$ cat src/rtl/pp_accum_pkg.sv
// Shared constants and FSM state type for the partial-product accumulator.
// The default geometry is a 108x108 multiply built from 27x18 limb products.
package pp_accum_pkg;
   localparam int RADIX  = 108;
   localparam int A_W    = 27;
   localparam int B_W    = 18;
   localparam int PP_W   = A_W + B_W;
   localparam int N_A    = 4;
   localparam int N_B    = 6;
   localparam int N_PP   = N_A * N_B;
   localparam int BANK_W = N_PP * PP_W;
   // A row needs headroom for the carries out of its N_B shifted terms.
   localparam int ROW_W  = PP_W + B_W * (N_B - 1) + $clog2(N_B);
   localparam int PROD_W = 2 * RADIX;

   typedef enum logic [1:0] {IDLE, ACCUM, DONE} state_t;
endpackage

$ cat src/rtl/pp_row_sum.sv
// Combinational sum of one row of partial products: sum_i pp[i] << (B_W*i).
// The result is wide enough that no carry is ever dropped inside a row.
module pp_row_sum #(
   parameter int PP_W = pp_accum_pkg::PP_W,
   parameter int B_W  = pp_accum_pkg::B_W,
   parameter int N_B  = pp_accum_pkg::N_B
) (
   input  logic [N_B-1:0][PP_W-1:0]                    pp,
   output logic [PP_W+B_W*(N_B-1)+$clog2(N_B)-1:0]     row
);
   localparam int ROW_W = PP_W + B_W * (N_B - 1) + $clog2(N_B);

   always_comb begin
      row = '0;
      for (int i = 0; i < N_B; i++)
         row = row + (ROW_W'(pp[i]) << (B_W * i));
   end
endmodule

$ cat src/rtl/pp_accum.sv
// Reconstructs a wide product from a bank of limb partial products, one
// A-limb row per cycle, then holds the result until the consumer takes it.
module pp_accum #(
   parameter int RADIX = pp_accum_pkg::RADIX,
   parameter int A_W   = pp_accum_pkg::A_W,
   parameter int B_W   = pp_accum_pkg::B_W,
   parameter int PP_W  = pp_accum_pkg::PP_W,
   parameter int N_A   = pp_accum_pkg::N_A,
   parameter int N_B   = pp_accum_pkg::N_B
) (
   input  logic                        clk,
   input  logic                        rst_n,
   input  logic                        in_valid,
   output logic                        in_ready,
   input  logic [N_A*N_B*PP_W-1:0]     pp_in,
   output logic                        out_valid,
   input  logic                        out_ready,
   output logic [2*RADIX-1:0]          product,
   output logic                        busy
);
   import pp_accum_pkg::state_t;
   import pp_accum_pkg::IDLE;
   import pp_accum_pkg::ACCUM;
   import pp_accum_pkg::DONE;

   localparam int PROD_W = 2 * RADIX;
   localparam int ROW_W  = PP_W + B_W * (N_B - 1) + $clog2(N_B);
   localparam int CNT_W  = (N_A > 1) ? $clog2(N_A) : 1;

   state_t                          state, state_nxt;
   logic [N_A-1:0][N_B-1:0][PP_W-1:0] pp_q;
   logic [PROD_W-1:0]               acc;
   logic [CNT_W-1:0]                row_cnt;
   logic [ROW_W-1:0]                row;
   logic                            accept, last_row;

   assign accept   = in_valid && in_ready;
   assign last_row = (row_cnt == CNT_W'(N_A - 1));

   // Single row adder, time-shared across rows by the row counter.
   pp_row_sum #(.PP_W(PP_W), .B_W(B_W), .N_B(N_B)) u_row (
      .pp  (pp_q[row_cnt]),
      .row (row)
   );

   always_ff @(posedge clk or negedge rst_n) begin
      if (!rst_n) state <= IDLE;
      else        state <= state_nxt;
   end

   always_comb begin
      state_nxt = state;
      case (state)
         IDLE:    if (accept)    state_nxt = ACCUM;
         ACCUM:   if (last_row)  state_nxt = DONE;
         DONE:    if (out_ready) state_nxt = IDLE;
         default:                state_nxt = IDLE;
      endcase
   end

   // in_ready is gated by rst_n so nothing is offered while reset is held.
   always_comb begin
      in_ready  = rst_n && (state == IDLE);
      out_valid = (state == DONE);
      busy      = (state != IDLE);
      product   = (state == DONE) ? acc : '0;
   end

   always_ff @(posedge clk or negedge rst_n) begin
      if (!rst_n) begin
         pp_q    <= '0;
         acc     <= '0;
         row_cnt <= '0;
      end else if (accept) begin
         pp_q    <= pp_in;
         acc     <= '0;
         row_cnt <= '0;
      end else if (state == ACCUM) begin
         // Bits shifted past the product width are dropped (mod 2^PROD_W).
         acc     <= acc + (PROD_W'(row) << (A_W * int'(row_cnt)));
         row_cnt <= row_cnt + 1'b1;
      end
   end
endmodule

$ cat config.mk
export PLATFORM = sky130hd
export DESIGN_NAME = pp_accum
export DESIGN_NICKNAME = d
export VERILOG_FILES = /design/src/rtl/pp_accum_pkg.sv /design/src/rtl/pp_row_sum.sv /design/src/rtl/pp_accum.sv
export SDC_FILE = /design/constraint.sdc
export NUM_CORES = 2
export LEC_CHECK = 0
export CAP_MARGIN = 5
export CORE_AREA = 2 2 505 507
export CTS_CLUSTER_DIAMETER = 30
export DETAILED_ROUTE_END_ITERATION = 7
export DIE_AREA = 0 0 507 509
export GPL_TIMING_DRIVEN = 0
export PLACE_DENSITY_LB_ADDON = 0.3
export SYNTH_ARGS = -nofsm -noshare
export SYNTH_HDL_FRONTEND = slang
export SYNTH_SLANG_ARGS = --single-unit
export TNS_END_PERCENT = 20
$ cat constraint.sdc
create_clock -name clk -period 17.35 [get_ports clk]
set_clock_uncertainty 0.15 [all_clocks]
set_input_delay 4.3375 -clock clk [delete_from_list [all_inputs] [get_ports clk]]
set_output_delay 4.3375 -clock clk [all_outputs]
set_load 0.05 [all_outputs]
# After elaboration in Yosys (flattened, before gate mapping)
# Cells that the tools add are included.
[op_classes]
add_sub_neg = 7
multipliers = 1
shifts = 1
eq_ne = 6
reduce_logical = 6
n_mux = 11
order_cmp = 1
[ops]
columns = ["cell", "n"]
rows = [
  ["$mux 216", 3],
  ["$bmux 270 s2", 1],
  ["$mux 270", 1],
  ["$add 216x216->216", 1],
  ["$shl 138x7->216", 1],
  ["$add 138x117->138", 1],
  ["$add 138x135->138", 1],
  ["$add 138x81->138", 1],
  ["$add 138x99->138", 1],
  ["$add 45x63->64", 1],
  ["$mux 2", 5],
  ["$mul 5x2->7 const A", 1],
  ["$pmux 2 s3", 1],
  ["$eq 2x2->1 const B", 2],
  ["$ne 2x2->1 const B", 2],
  ["$reduce_bool 2->1", 2],
  ["$lt 2x3->1 const B", 1],
  ["$reduce_and 3->1", 1],
  ["$add 2x1->2 const B", 1],
  ["$eq 2x1->1 const B", 1],
  ["$logic_and 1x1->1", 2],
  ["$logic_not 2->1", 1],
  ["$ne 2x1->1 const B", 1],
]
[word_totals]
regBits = 1300
elab_cells = 60
output_inout_bits = 219
input_bits = 1084

# Depth between registers and ports, before layout
[depth]
ltp_word = 11
ltp_mapped = 67
depth_no_buf = 53

# Cells and area by module
# Synthesis repeated with hierarchy kept, for this count alone.
[unflattened]
cells_unflattened = 9025
hier_area_um2 = 91371.4
[modules_own_cells]
columns = ["module", "seq_area_each_um2", "area_each_um2", "cells_per_inst", "n_inst"]
rows = [
  ["pp_accum", 32531.2, 82646.8, 7867, 1],
  ["pp_row_sum", 0.0, 8724.6, 1158, 1],
]

# Worst setup path after synthesis
# OpenSTA, ideal clock, no wires.
[synth_path]
path_kind = "flip-flop to flip-flop"
startpoint = "reg row_cnt[0]"
endpoint = "reg acc[198]"
path_buffers = 12
setup_ps = 131
t_arrival_ps = 14678
synth_period_minus_slack_ps = 14959
path_stages_with_launch = 64
t_required_ps = 17069
slack_ps = 2391
path_cell_list = "dfrtp_1 > buf_2 > buf_4 > buf_6 > buf_2 > buf_2 > buf_2 > buf_2 > buf_2 > buf_2 > clkbuf_1 > buf_1 > mux4_2 > ha_1 > inv_1 > fa_1 > nor2b_1 > o21a_1 > [... 28 more ...] > mux2_2 > o21a_1 > nor2_1 > a21oi_1 > ha_1 > nand4_1 > nor4_1 > nand2_1 > nor4b_1 > nand4_1 > o21ai_1 > a41oi_1 > o31a_1 > o31a_1 > o21bai_2 > a21boi_1 > and4_1 > or3_1"
[synth_via]
elab_chain_cells = 11
word_cells_on_any_way = 12
classes_between = "add/sub: 6; mul: 1; shift: 1; mux: 4"
[synth_rtl]
columns = ["item", "line", "rtl"]
rows = [
  ["from (decl)", "pp_accum.sv:33", "logic [CNT_W-1:0] row_cnt;"],
  ["from (signal assigned)", "pp_accum.sv:81", "row_cnt <= row_cnt + 1'b1;"],
  ["$bmux 270 s2", "pp_accum.sv:42", ".pp (pp_q[row_cnt]),"],
  ["$mux 270 (implied by the code)", "pp_accum.sv:42", ""],
  ["$add 45x63->64", "pp_row_sum.sv:16", "row = row + (ROW_W'(pp[i]) << (B_W * i));"],
  ["$add 138x81->138", "pp_row_sum.sv:16", ""],
  ["$add 138x99->138", "pp_row_sum.sv:16", ""],
  ["$add 138x117->138", "pp_row_sum.sv:16", ""],
  ["$add 138x135->138", "pp_row_sum.sv:16", ""],
  ["$shl 138x7->216 *", "pp_accum.sv:80", "acc <= acc + (PROD_W'(row) << (A_W * int'(row_cnt)));"],
  ["$add 216x216->216 *", "pp_accum.sv:80", ""],
  ["$mux 216 *", "pp_accum.sv:78", "end else if (state == ACCUM) begin"],
  ["$mux 216 *", "pp_accum.sv:74", "end else if (accept) begin"],
  ["to (signal assigned)", "pp_accum.sv:80", ""],
  ["to (decl)", "pp_accum.sv:32", "logic [PROD_W-1:0] acc;"],
]
# Every way passes the cells marked *; elsewhere a longest branch is shown, timed or not. The select of a mux whose other input is x is not followed.
# A chain may end at the register's enable or synchronous reset.

# Worst setup path after layout
[layout_path]
startpoint = "reg row_cnt[0]"
endpoint = "reg acc[130]"
# Same word-level chain as after synthesis.

==> flow_summary.json <==
{
  "numPortBuffers": 1302,
  "cts.sinks": 1300,
  "netlist_area_sq_um": 91300,
  "globalplace.congestion": 1.06,
  "required_ps": 17950,
  "die_area_sq_um": 258000,
  "cts_max_path_buffers": 4,
  "min_path_type": "register to register",
  "layout_common_cells": "nand2_1, clkdlybuf4s50_1, dfrtp_1",
  "ys.flop_type": "dfrtp_1",
  "crit_path_top_delay_cell": "mux4_2",
  "maxCapViolCount": 0,
  "seq_area_frac_synth_pct": 35.6,
  "rsz0062_at_grt": "yes",
  "remaining_drc_errors": 0,
  "r2r_start": "row_cnt[0]$_DFFE_PN0P_",
  "hold_viol_final": 0,
  "synth_edf_count": 0,
  "max_freq_mhz": 58.3,
  "synth_seq_cells": 1300,
  "drt_iter0_drc": 11500,
  "die_h_um": 509,
  "start_util_pct": 36.1,
  "critPathKind": "register to register",
  "worstRegToRegCells": 65,
  "grt_pass1_vias": 95000,
  "final.setup.tns_ps": 0,
  "synthTopCellsByArea": "dfrtp_1, nand2_1, mux4_2",
  "synth.net_count": 12700,
  "first_pass_iters": 6,
  "syn_to_final_growth_pct": 33.5,
  "nNetsFinal": 14400,
  "avgSynthCellArea_sq_um": 8.15,
  "min_path_cells": 2,
  "drv_slew": 0,
  "setup_viol": 0,
  "cts_hold_buf": 0,
  "worstMarginPinSlew_ps": 1450,
  "antenna_found_initial": 91,
  "cp-end-kind": "register",
  "cts-root-buf": "clkbuf_16",
  "ant_nets": 0,
  "slowest_delay_ps": 650,
  "grt_usage_pct": 39.6,
  "synth_top_area_share_pct": 35.6,
  "status": "complete, no violations",
  "layout-drive-gt1-share_pct": 10.1,
  "wl_um": 526000,
  "fillers": 24900,
  "grt_max_degree": 169,
  "cts_tree": "yes",
  "critPathMaxFanout": 19,
  "synth_warnings": 0,
  "dpl.hpwl_um": 431000,
  "grt_pass1_wl_um": 722000,
  "regToRegEndpoint": "acc[130]$_DFFE_PN0P_",
  "grt_overflow": 0,
  "worstSetupStartpointType": "register",
  "finalCritPeriodShare_pct": 98.9,
  "min_from": "pp_q[615]$_DFFE_PN0P_",
  "fin_crit_ps": 17160,
  "wl_per_cell_um": 31.8,
  "relSlewSlack_pct": 3.25,
  "die_x_um": 507,
  "core_sq_um": 253000,
  "path_common_cell": "buf_6",
  "hold_path_end": "pp_q[615]$_DFFE_PN0P_",
  "path_clk_slew_ps": 50,
  "insertion_delay_ps": 990,
  "synth_cells": 11200,
  "rows": 185,
  "vias": 97000,
  "final_common_cell": "nand2_1",
  "async_flop_share_pct": 100,
  "routed_via_density": 5.86,
  "cts_buffers": 327,
  "htree_num_levels": 5,
  "ys_types": 114,
  "yosysTopAreaCell": "dfrtp_1",
  "io_pins": 1303,
  "cp_data_arrival_time_ps": 17760,
  "rrSetupSlack_ps": 190
}
-- final cells by class --
cell class                      instances  area (sq um)  share of cell area [%]
Timing Repair Buffer                 1350         13800                    11.3
Clock buffer                          406          9070                    7.44
Tap cell                             3366          4210                    3.45
Clock inverter                        163          2320                    1.90
Sequential cell                      1300         32500                    26.7
Buffer                                705          2870                    2.35
Antenna cell                           71           178                   0.146
Multi-Input combinational cell       9021         56300                    46.2
Inverter                              179           672                   0.551
-- repair_timing --
item	4_1_cts	5_1_grt
setup buffers	7	15
endpoints found under the setup margin	161	70
gates resized for setup	125	107
pin swaps	6	17
-- through the flow --
| stage | hold slack [ps] | setup slack, ps | area (sq um) | util, % | std cells |
|---|---|---|---|---|---|
| after floorplan | 290 | 2390 | 91300 | - | 11200 |
| after global placement | 302 | -50230 | 109000 | 43.0 | 15900 |
| after detailed placement | 307 | -5690 | 109000 | 43.2 | 15900 |
| after CTS | 318 | 39.5 | 121000 | 47.9 | 16500 |
| after global routing | 326 | -98.2 | 122000 | 48.2 | 16500 |
| final | 317 | 194 | 122000 | 48.2 | 16600 |
-- flip-flops by register name, summed over array words and instances, names as in the netlist --
name,count
pp_q,1080
state,2
row_cnt,2
acc,216
-- Yosys cell counts (all sizes together) (28+ instances only) --
library cell	instances
clkbuf	585
nand2	4046
ha	398
xor2	140
mux2	102
and3	32
inv	178
nand4	150
nand3	91
fa	31
o31ai	32
nor3	124
a21o	168
o22ai	61
mux4	330
o211ai	43
o21a	68
or3	41
dfrtp	1300
nor2b	30
o21ai	649
o21bai	88
nor2	517
buf	127
a21boi	28
xnor2	194
a31oi	69
and2	275
nand2b	47
mux2i	218
a211oi	55
a21oi	612
-- layer usage --
metal | track usage (%) | vias up | part of all wire [%]
met5 | 0 | - | 0.019
met4 | 27.6 | 14 | 7.9
met3 | 8.73 | 1372 | 9.1
met2 | 61.0 | 5634 | 44
met1 | 49.3 | 47800 | 38
li1 | - | 42100 | -
-- critical path, delay by kind of cell, from the launching register on --
kind | cells | cell delay, ps
AO/OA/AOI/OAI | 28 | 7560
flip-flops | 1 | 450
buffers and inverters | 15 | 3240
adder cells (fa/ha/maj) | 5 | 1580
AND/OR/NAND/NOR | 9 | 1490
multiplexers | 5 | 1480
XOR/XNOR | 3 | 900
-- how the worst max path moves through the flow --
stage                                  end  slack [ps]              startpoint  depth (start not counted)
floorplan             acc[198]$_DFFE_PN0P_        2390  row_cnt[0]$_DFFE_PN0P_                         63
CTS                   acc[198]$_DFFE_PN0P_          40  row_cnt[0]$_DFFE_PN0P_                         65
global placement    pp_q[1003]$_DFFE_PN0P_      -50230                   rst_n                          1
finish                acc[130]$_DFFE_PN0P_         190  row_cnt[0]$_DFFE_PN0P_                         65
detailed placement    acc[198]$_DFFE_PN0P_       -5690  row_cnt[0]$_DFFE_PN0P_                         63
global route          acc[212]$_DFFE_PN0P_        -100  row_cnt[0]$_DFFE_PN0P_                         64
-- cells by family (layout without fill, tap and decap cells) --
family / Yosys count / after routing / synth area share [%]
other: 0 / 71 / 0
adder cells (fa/ha/maj): 429 / 429 / 6.13
flip-flops: 1300 / 1300 / 35.6
XOR/XNOR: 334 / 334 / 3.20
AND/OR/NAND/NOR: 5454 / 5454 / 24.8
AO/OA/AOI/OAI: 2154 / 2154 / 14.7
buffers and inverters: 891 / 2803 / 3.79
multiplexers: 650 / 650 / 11.8
Power is left out: the tool's default activity adds up to more than one toggle a clock period on the data nets, which glitch-free logic cannot reach.
